File: src/rtl/sha256_id_arb.sv
// sha256_id_arb: packet-locked arbiter sharing the SHA-256 ID buffer input among NUM_REQ sources.
// Define SHA256_ID_ARB_FIXED_PRIO_EN for lowest-index fixed priority instead of round-robin.
//
// state  | meaning
// IDLE   | no grant held; pick a winner among valid requesters
// LOCKED | grant held until the granted requester's last beat is accepted
module sha256_id_arb #(
    parameter int NUM_REQ = 2,
    parameter int ID_W    = 6,
    parameter int GW      = $clog2(NUM_REQ)
) (
    input  logic                    clk,
    input  logic                    sync_rst,
    input  logic                    en,
    input  logic [NUM_REQ*ID_W-1:0] req_id,
    input  logic [NUM_REQ-1:0]      req_last,
    input  logic [NUM_REQ-1:0]      req_valid,
    output logic [NUM_REQ-1:0]      req_ready,
    output logic [ID_W-1:0]         id_out,
    output logic                    id_out_last,
    output logic                    id_out_valid,
    input  logic                    id_out_ready,
    output logic [GW-1:0]           grant_idx,
    output logic                    busy,
    output logic [GW-1:0]           status_src,
    output logic [7:0]              pkt_cnt
);
    typedef enum logic {IDLE = 1'b0, LOCKED = 1'b1} state_t;

    localparam logic [GW-1:0] LAST_IDX = GW'(NUM_REQ - 1);

    state_t          state, state_nxt;
    logic [GW-1:0]   winner, grant_nxt;
    logic [ID_W-1:0] sel_id;
    logic            sel_last, sel_valid;
    logic            can_load, in_hs, out_hs, pkt_done;

    always_comb begin
        sel_id    = '0;
        sel_last  = 1'b0;
        sel_valid = 1'b0;
        for (int k = 0; k < NUM_REQ; k++) begin
            if (GW'(k) == grant_idx) begin
                sel_id    = req_id[k*ID_W +: ID_W];
                sel_last  = req_last[k];
                sel_valid = req_valid[k];
            end
        end
    end

`ifdef SHA256_ID_ARB_FIXED_PRIO_EN
    always_comb begin
        winner = '0;
        for (int k = NUM_REQ - 1; k >= 0; k--) begin
            if (req_valid[k]) winner = GW'(k);
        end
    end
`else
    logic [GW-1:0] rr_ptr;
    logic          rr_found;

    // Two passes give the rr_ptr+1 .. wrap .. rr_ptr search order.
    always_comb begin
        winner   = '0;
        rr_found = 1'b0;
        for (int k = 0; k < NUM_REQ; k++) begin
            if (!rr_found && req_valid[k] && (GW'(k) > rr_ptr)) begin
                winner   = GW'(k);
                rr_found = 1'b1;
            end
        end
        for (int k = 0; k < NUM_REQ; k++) begin
            if (!rr_found && req_valid[k] && (GW'(k) <= rr_ptr)) begin
                winner   = GW'(k);
                rr_found = 1'b1;
            end
        end
    end

    always_ff @(posedge clk) begin
        if (sync_rst)      rr_ptr <= LAST_IDX;
        else if (pkt_done) rr_ptr <= grant_idx;
    end
`endif

    assign can_load = (state == LOCKED) && en && (!id_out_valid || id_out_ready);
    assign in_hs    = can_load && sel_valid;
    assign out_hs   = id_out_valid && id_out_ready;
    assign pkt_done = in_hs && sel_last;
    assign busy     = (state == LOCKED);

    always_comb begin
        req_ready = '0;
        for (int k = 0; k < NUM_REQ; k++) begin
            if (GW'(k) == grant_idx) req_ready[k] = can_load;
        end
    end

    always_ff @(posedge clk) begin
        if (sync_rst) state <= IDLE;
        else          state <= state_nxt;
    end

    always_comb begin
        state_nxt = state;
        grant_nxt = grant_idx;
        case (state)
            IDLE: begin
                if (en && (|req_valid)) begin
                    state_nxt = LOCKED;
                    grant_nxt = winner;
                end
            end
            LOCKED: begin
                if (pkt_done) state_nxt = IDLE;
            end
            default: state_nxt = IDLE;
        endcase
    end

    always_ff @(posedge clk) begin
        if (sync_rst) begin
            grant_idx    <= LAST_IDX;
            id_out       <= '0;
            id_out_last  <= 1'b0;
            id_out_valid <= 1'b0;
            status_src   <= '0;
            pkt_cnt      <= '0;
        end else begin
            grant_idx <= grant_nxt;
            if (in_hs) begin
                id_out       <= sel_id;
                id_out_last  <= sel_last;
                id_out_valid <= 1'b1;
            end else if (out_hs) begin
                id_out_valid <= 1'b0;
            end
            if (pkt_done) begin
                status_src <= grant_idx;
                pkt_cnt    <= pkt_cnt + 8'd1;
            end
        end
    end
endmodule

File: config.mk
export PLATFORM = sky130hd
export DESIGN_NAME = sha256_id_arb
export DESIGN_NICKNAME = d
export VERILOG_FILES = /design/src/rtl/sha256_id_arb.sv
export SDC_FILE = /design/constraint.sdc
export NUM_CORES = 1
export LEC_CHECK = 0
export ABC_CLOCK_PERIOD_IN_PS = 3200
export CORE_ASPECT_RATIO = 1.5
export CORE_UTILIZATION = 44
export DETAILED_ROUTE_END_ITERATION = 8
export PLACE_DENSITY_LB_ADDON = 0.08
export SYNTH_ARGS = -nofsm -noshare
export SYNTH_HDL_FRONTEND = slang
export SYNTH_SLANG_ARGS = --single-unit
File: constraint.sdc
create_clock -name clk -period 3.2 [get_ports clk]
set_input_delay 0.48 -clock clk [delete_from_list [all_inputs] [get_ports clk]]
set_output_delay 0.48 -clock clk [all_outputs]
set_load 0.005 [all_outputs]
==> impl_metrics.csv, run 1 <==
group,metric,value,unit
yosys,yosysUniqueCellTypes,33,
timing,finClkSkew,0.00706,ns
min_path,hold_depth,2,
yosys,ys_seq_area_share,42.4,%
finish,final_cells,162,
clock_network,cts_setup_buffers,0,
status,status,"complete, no violations",
timing,rsz0062_at_grt,"false",
timing,period_minus_slack,2.32,ns
timing,fmax,432,MHz
floorplan,pin_count,41,
grt,antenna_found_initial,0,
yosys,syn-num-nets,122,
min_path,holdPathEnd,"pkt_cnt[7]",
setup_path,worstPathCellList,"clkdlybuf4s50_1 -> and2_1 -> and3_1 -> clkdlybuf4s50_1",
finish,layout_commonest_cell,"clkdlybuf4s50_1",
yosys,ys_seq_elements,20,
setup_path,r2r-end,"pkt_cnt[5]",
route,post_drt_via_cell_ratio,5.49,
clock_network,clockBufferDepth,2,
clock_network,path_clk_slew,0.11,ns
setup_path,cp_common_cell,"clkdlybuf4s50_1",
yosys,synthCells,101,
finish,fin_nets,162,
setup_path,crit_slowest_cell,"clkdlybuf4s50_1",
clock_network,cts_max_level,1,
finish,drive_gt1_share,7.86,%
placement,dp_hpwl,1500,um
setup_path,start_kind,"input port",
clock_network,numCtsBuffers,3,
route,dr.pass1.iters,4,
yosys,synthFlopType,"dfxtp_1",
setup_path,worst_ep_arrival_time,1.84,ns
flow_run,max-cap-violations,0,
min_path,hp-start,"pkt_cnt[7]",
finish,fin_util,68.0,%
setup_path,crit_path_end_kind,"output pin",
timing,worstMarginPinSlew,0.765,ns
timing,setup_ws,0.884,ns
yosys,syn_area_per_cell,9.35,sq um
yosys,synth_area,945,sq um
setup_path,worstPathRequired,2.72,ns
yosys,async_reset_ff_share,0,%
finish,antennaDiodeCount,0,
grt,grt_max_degree,21,
clock_network,clock_latency,0.30,ns
grt,grt_pass1_vias,832,
clock_network,cts_root_buf,"clkbuf_4",
timing,fin_crit_sh,72.4,%
power,p_total,0.000489,W
route,wirelength,1990,um
power,p_leak,0.511,nW
floorplan,die_h,58.8,um
floorplan,die_w,39.8,um
placement,dp_slack,0.877,ns
finish,syn_to_final_growth,45.8,%
floorplan,die_area,2340,sq um
route,vias,889,
floorplan,start_util,46.6,%
placement,portBuffers,40,
setup_path,rr_worst_depth,4,
power,p_per_area,355,nW/um^2
floorplan,rows,20,
finish,nFillCells,178,
setup_path,rrSetupSlack,1.24,ns
grt,globalRouteOverflowTotal,0,
route,routedWlPerCell,12.3,um
yosys,synth_edf_count,0,
clock_network,ctsResizeCount,0,
setup_path,crit_path_max_fanout,4,
finish,final_cell_mix,"clkdlybuf4s50_1, dfxtp_1, nor2_1",
clock_network,hold_buffers,0,
grt,grt_pass1_wl,3220,um
clock_network,cts_tree,"done",
route,drtIter0Drc,27,
timing,final-hold-violation-count,0,
placement,place_inst,158,
setup_path,r2r-start,"grant_idx",
placement,globalplace.congestion,0.760,
timing,tns,0,ns
floorplan,coreArea,2030,sq um
timing,setup_viol,0,
timing,slew_headroom,48.8,%
route,drc,0,
yosys,synth_warnings,0,
timing,slew_viol_final,0,
clock_network,clkSinkCount,20,
power,ir_drop,0.303,mV
min_path,worstHoldPathType,"flop to flop",
route,antenna_left,0,
grt,grt_usage,19.2,%
setup_path,slowest_delay,0.51,ns
setup_path,path_class,"input port to output pin",
==> cell usage after synthesis (3+ instances only) <==
cell	number	area share (%)
a211oi_1	3	2.4
a211oi_2	3	4.0
a21oi_1	9	4.8
dfxtp_1	20	42
mux2i_1	8	8.5
nand2_1	3	1.2
nand3_1	3	1.6
nor2_1	14	5.6
o21ai_0	5	2.6
or3_1	4	2.6
==> power breakdown <==
| part | leakage (nW) | switching (W) | internal (W) | total [W] |
|---|---|---|---|---|
| Combinational | 0.328 | 0.0000275 | 0.0000482 | 0.0000757 |
| Sequential | 0.162 | 0.00000851 | 0.000256 | 0.000264 |
| Clock | 0.0210 | 0.0000789 | 0.0000695 | 0.000148 |
| Total | 0.511 | 0.000115 | 0.000374 | 0.000489 |
==> metrics by stage <==
step                      cell area, sq um  hold WS [ns]
after floorplan                        945         0.450
after global placement                1340         0.459
after detailed placement              1340         0.474
after CTS                             1380         0.499
after global routing                  1380         0.511
final                                 1380         0.495
==> flip-flops by register name, summed over array words and instances (netlist names) <==
name and count:
rr_ptr 1, status_src 1, grant_idx 1, id_out 6
pkt_cnt 8, id_out_last 1, id_out_valid 1, busy 1
==> worst max-delay path by stage <==
stage / slack, ns / endpoint / from / cells after the start
after CTS: 0.88 / req_ready[1] / en / 4
after detailed placement: 0.88 / req_ready[1] / en / 4
after global placement: 0.90 / req_ready[1] / en / 4
after floorplan: 1.74 / pkt_cnt[1] / req_last[1] / 5
final: 0.88 / req_ready[1] / en / 4
after global routing: 0.82 / req_ready[1] / en / 4
==> layer usage <==
| metal | up-vias | global-route usage (%) | part of all wire, % |
|---|---|---|---|
| met1 | 414 | 19.3 | 42 |
| li1 | 444 | - | - |
| met5 | - | 0 | 0 |
| met4 | 0 | 9.85 | 1.6 |
| met3 | 4 | 3.02 | 3.5 |
| met2 | 27 | 35.4 | 53 |
==> critical path, delay by kind of cell <==
family        cells  cell delay, ns
buf+inv           2            1.00
simple gates      2            0.35
==> logic make-up (layout without fill, tap and decap cells) <==
kind of cell             after synthesis  after routing  share of synthesized area, %
multiplexers                           8              8                          8.48
flip-flops                            20             20                          42.4
XOR/XNOR                               1              1                         0.927
AND/OR/NAND/NOR                       39             39                          23.0
AO/OA/AOI/OAI                         26             26                          20.1
adder cells (fa/ha/maj)                1              1                          1.32
buffers and inverters                  6             45                          3.71
==> layout make-up <==
cell class	count	area, sq um	share of cell area (%)
multi-input cells	75	509	37.0
repair buffers	40	400	29.1
well taps	22	27.5	2.00
flip-flops and latches	20	400	29.1
clock buffers	4	36.3	2.63
inverters	1	3.75	0.272
No activity file was read; power rests on OpenSTA's default activity.
==> run 2, diff against run 1 <==
Settings changed: ABC_CLOCK_PERIOD_IN_PS 3200 to 2350, CORE_UTILIZATION 44 to 41.
Clock period 3.2 ns to 2.35 ns, I/O delays scaled along.
==> run 2 against run 1 <==
Register-to-register slack got worse by 0.66 ns; clock power is 94% higher; cell count grew 1.2%; die area is 7.0% higher; clock skew grew 0.00097 ns; critical path type unchanged; highest routed layer unchanged.
==> impl_metrics.csv, run 2 (synthesis results as in run 1) <==
group,metric,value,unit
status,status,"complete, no violations",
setup_path,crit_slowest_cell,"clkdlybuf4s50_1",
clock_network,clock_latency,0.31,ns
grt,grtUsageMet1,20.1,%
grt,grt_pass1_wl,3260,um
floorplan,die_w,41.2,um
route,antenna_left,0,
finish,drive_gt1_share,9.15,%
grt,antenna_found_initial,0,
timing,rsz0062_at_grt,"false",
clock_network,cts_setup_buffers,0,
clock_network,hold_buffers,0,
timing,finClkSkew,0.00804,ns
grt,globalRouteOverflowTotal,0,
placement,dp_hpwl,1570,um
setup_path,worst_ep_arrival_time,1.70,ns
placement,globalplace.congestion,0.656,
floorplan,pin_count,41,
flow_run,max-cap-violations,0,
setup_path,worstPathCellList,"clkdlybuf4s50_1 -> and2_1 -> and3_1 -> clkdlybuf4s50_1",
floorplan,coreArea,2100,sq um
clock_network,ctsResizeCount,0,
placement,portBuffers,40,
finish,top_regs,"pkt_cnt x8, id_out x6",
finish,syn_to_final_growth,49.1,%
timing,worstMarginPinSlew,0.564,ns
clock_network,cts_max_level,1,
timing,fmax,488,MHz
timing,slew_headroom,62.3,%
clock_network,cts_tree,"done",
grt,grt_pass1_vias,849,
power,ir_drop,0.420,mV
finish,fin_util,67.0,%
timing,final-hold-violation-count,0,
timing,fin_crit_sh,87.1,%
grt,grt_max_degree,19,
floorplan,rows,20,
route,routedWlPerCell,12.5,um
clock_network,cts_root_buf,"clkbuf_4",
finish,largest_reg_flops,8,
grt,busiest_layer,"met2",
timing,setup_viol,0,
timing,period_minus_slack,2.05,ns
grt,grt_use_met2,34.2,%
power,p_leak,0.527,nW
timing,hold_ws,0.494,ns
finish,antennaDiodeCount,0,
finish,fin_nets,164,
floorplan,start_util,44.9,%
timing,tns,0,ns
finish,top_register,"pkt_cnt",
floorplan,die_h,60.8,um
grt,grt_usage,19.4,%
power,p_per_area,535,nW/um^2
finish,final_cell_mix,"clkdlybuf4s50_1, dfxtp_1, nor2_1",
clock_network,clkSinkCount,20,
setup_path,cp.buffers_inverters,2,
min_path,worstHoldPathType,"flop to flop",
clock_network,path_clk_slew,0.12,ns
setup_path,crit_family,"buffers and inverters",
setup_path,slowest_delay,0.50,ns
route,dr.pass1.iters,3,
setup_path,worstPathRequired,2.00,ns
clock_network,numCtsBuffers,3,
floorplan,die_area,2500,sq um
route,wirelength,2060,um
setup_path,crit_path_max_fanout,4,
setup_path,start_kind,"input port",
route,drtIter0Drc,24,
route,drc,0,
route,vias,892,
route,post_drt_via_cell_ratio,5.44,
setup_path,cp_common_cell,"clkdlybuf4s50_1",
finish,layout_commonest_cell,"clkdlybuf4s50_1",
grt,grt_use_met3,2.20,%
setup_path,path_class,"input port to output pin",
setup_path,crit_path_end_kind,"output pin",
clock_network,clockBufferDepth,2,
timing,slew_viol_final,0,
==> run 2: final cells by class <==
| type | count | area [sq um] |
|---|---|---|
| Fill cell | 184 | 693 |
| Multi-Input combinational cell | 75 | 509 |
| Timing Repair Buffer | 42 | 415 |
| Sequential cell | 20 | 400 |
| Clock inverter | 1 | 30.0 |
| Tap cell | 22 | 27.5 |
| Clock buffer | 3 | 22.5 |
| Inverter | 1 | 3.75 |
==> run 2: tightest hold or removal path, stage by stage (launching register included) <==
cell	delay, ns
dfxtp_1	0.34
nand2b_1	0.07
a21oi_1	0.06
==> run 2: path summary, 6_finish.rpt <==
kind                             startpoint      endpoint  slack [ns]  cells past startpoint
worst max-delay path                     en  req_ready[1]        0.30                      4
worst min-delay path            id_out_last   id_out_last        0.49                      2
worst max register to register    grant_idx    pkt_cnt[5]        0.58                      5
worst min register to register  id_out_last   id_out_last        0.49                      2
==> run 2: routing by layer <==
metal	vias up	routed length [um]
li1	450	-
met1	410	854
met2	28	1070
met3	4	84
met4	0	46
met5	-	0
==> run 2: report_power, final <==
| group | switching [W] | internal [W] | total (W) |
|---|---|---|---|
| clock | 0.000114 | 0.000173 | 0.000287 |
| combinational | 0.0000419 | 0.0000680 | 0.000110 |
| sequential | 0.00000787 | 0.000349 | 0.000356 |
| total | 0.000164 | 0.000589 | 0.000753 |
==> run 2: per-stage QoR <==
| stage | total power, W | setup slack, ns | area, sq um | cells |
|---|---|---|---|---|
| 6_report | 0.000753 | 0.302 | 1410 | 164 |
| 5_1_grt | 0.000781 | 0.237 | 1410 | 164 |
| 4_1_cts | 0.000760 | 0.292 | 1410 | 164 |
| 3_5_place_dp | 0.000475 | 0.288 | 1360 | 160 |
| 3_3_place_gp | 0.000472 | 0.312 | 1360 | 160 |
| 2_1_floorplan | 0.000414 | 1.00 | 945 | 101 |
==> run 3, diff against run 2 <==
Settings changed: ABC_CLOCK_PERIOD_IN_PS 2350 to 2300, SLEW_MARGIN from default to 20.
Clock period 2.35 ns to 2.3 ns, I/O delays scaled along.
==> run 3 against run 2 <==
Power shrank 15%; sequential share of layout area grew 0.46 points; first-iteration DRC count is 46% lower; non-clock buffer count grew 1; clock-buffer cell count unchanged; critical path type unchanged; largest cell class unchanged.
==> impl_metrics.csv, run 3 (synthesis results as in run 1) <==
group,metric,value,unit
timing,worstMarginPinSlew,0.547,ns
clock_network,cts_root_buf,"clkbuf_4",
setup_path,crit_slowest_cell,"clkdlybuf4s50_1",
setup_path,start_kind,"input port",
flow_run,max-cap-violations,0,
route,routedWlPerCell,12.1,um
power,p_leak,0.519,nW
clock_network,numCtsBuffers,3,
finish,fin_nets,165,
route,vias,882,
timing,period_minus_slack,2.04,ns
setup_path,slowest_delay,0.50,ns
finish,layout_commonest_cell,"clkdlybuf4s50_1",
timing,slew_viol_final,0,
grt,grt_pass1_vias,801,
route,post_drt_via_cell_ratio,5.38,
finish,antennaDiodeCount,0,
setup_path,rr_worst_depth,4,
setup_path,crit_path_end_kind,"output pin",
grt,grt_usage,18.3,%
finish,drive_gt1_share,9.15,%
finish,nFillCells,199,
timing,rsz0062_at_grt,"false",
clock_network,cts_max_level,1,
placement,portBuffers,40,
setup_path,rrSetupSlack,0.59,ns
timing,fin_crit_sh,88.5,%
clock_network,hold_buffers,0,
status,status,"complete, no violations",
finish,multi_input_area,509,sq um
min_path,worstHoldPathType,"flop to flop",
clock_network,clock_latency,0.30,ns
timing,setup_viol,0,
floorplan,rows,20,
finish,syn_to_final_growth,46.8,%
clock_network,path_clk_slew,0.11,ns
floorplan,pin_count,41,
setup_path,r2r-end,"pkt_cnt[5]",
setup_path,worstPathRequired,1.96,ns
finish,top_register,"pkt_cnt",
floorplan,start_util,44.9,%
power,p_per_area,463,nW/um^2
finish,final_cell_mix,"clkdlybuf4s50_1, dfxtp_1, nor2_1",
setup_path,r2r-start,"grant_idx",
finish,top_regs,"pkt_cnt x8, id_out x6",
clock_network,cts_tree,"done",
clock_network,cts_setup_buffers,0,
setup_path,worstPathCellList,"clkdlybuf4s50_1 -> and2_1 -> and3_1 -> clkdlybuf4s50_1",
timing,tns,0,ns
grt,globalRouteOverflowTotal,0,
min_path,hold_depth,2,
route,drc,0,
floorplan,die_h,60.8,um
timing,final-hold-violation-count,0,
floorplan,die_w,41.2,um
timing,finClkSkew,0.00347,ns
placement,dp_hpwl,1530,um
timing,slew_headroom,63.4,%
min_path,hp-start,"pkt_cnt[5]",
grt,antenna_found_initial,0,
route,drtIter0Drc,13,
setup_path,worst_ep_arrival_time,1.69,ns
setup_path,cp_common_cell,"clkdlybuf4s50_1",
finish,largest_reg_flops,8,
setup_path,crit_path_max_fanout,4,
power,ir_drop,0.276,mV
floorplan,coreArea,2100,sq um
route,antenna_left,0,
clock_network,clkSinkCount,20,
grt,grt_max_degree,19,
placement,globalplace.congestion,0.662,
setup_path,path_class,"input port to output pin",
route,dr.pass1.iters,2,
min_path,holdPathEnd,"pkt_cnt[5]",
route,wirelength,1980,um
finish,register_area,400,sq um
clock_network,clockBufferDepth,2,
floorplan,die_area,2500,sq um
timing,fmax,491,MHz
grt,grt_pass1_wl,3170,um
clock_network,ctsResizeCount,0,
power,p_total,0.000642,W
-- run 3: cell count changes in the layout (fill, tap and decap cells not counted), sizes merged --
cell	change
buf	+1
bufinv	-1
-- run 3: worst max path at each step --
| stage | from | to | slack, ns | cells past startpoint |
|---|---|---|---|---|
| 3_5_place_dp | en | req_ready[1] | 0.25 | 4 |
| 2_1_floorplan | grant_idx | pkt_cnt[1] | 0.95 | 5 |
| 3_3_place_gp | en | req_ready[1] | 0.28 | 4 |
| 5_1_grt | en | req_ready[1] | 0.19 | 4 |
| 6_report | en | req_ready[1] | 0.26 | 4 |
| 4_1_cts | en | req_ready[1] | 0.25 | 4 |
-- run 3: through the flow --
stage	worst slack (ns)	hold WS, ns	instances	cell area (sq um)	util, %
after floorplan	0.953	0.450	101	945	-
after global placement	0.276	0.464	161	1360	64.9
after detailed placement	0.253	0.470	161	1360	64.9
after CTS	0.254	0.493	164	1390	66.0
after global routing	0.192	0.507	164	1390	66.0
final	0.264	0.498	164	1390	66.0
-- run 3: layer usage --
layer	wire (um)	up-vias	global-route usage (%)
met5	0	-	0
li1	-	450	-
met1	858	400	20.2
met2	1020	28	31.3
met4	30	0	11.1
met3	74	4	2.20
-- run 3: layout make-up --
type / count / area share (%)
Multi-Input combinational cell: 75 / 36.7
Timing Repair Buffer: 43 / 30.5
Sequential cell: 20 / 28.9
Tap cell: 22 / 1.99
Clock buffer: 3 / 1.62
Inverter: 1 / 0.271
-- run 3: worst max-delay path: cells and delay by family --
family	cells	cell delay [ns]
buffers and inverters	2	0.99
and+or+nand+nor	2	0.35
-- run 3: power breakdown --
part / total, W / leakage (nW) / internal (W) / switching, W
clock: 0.000166 / 0.0138 / 0.0000611 / 0.000105
sequential: 0.000365 / 0.162 / 0.000356 / 0.00000905
combinational: 0.000111 / 0.343 / 0.0000698 / 0.0000414
total: 0.000642 / 0.519 / 0.000487 / 0.000155
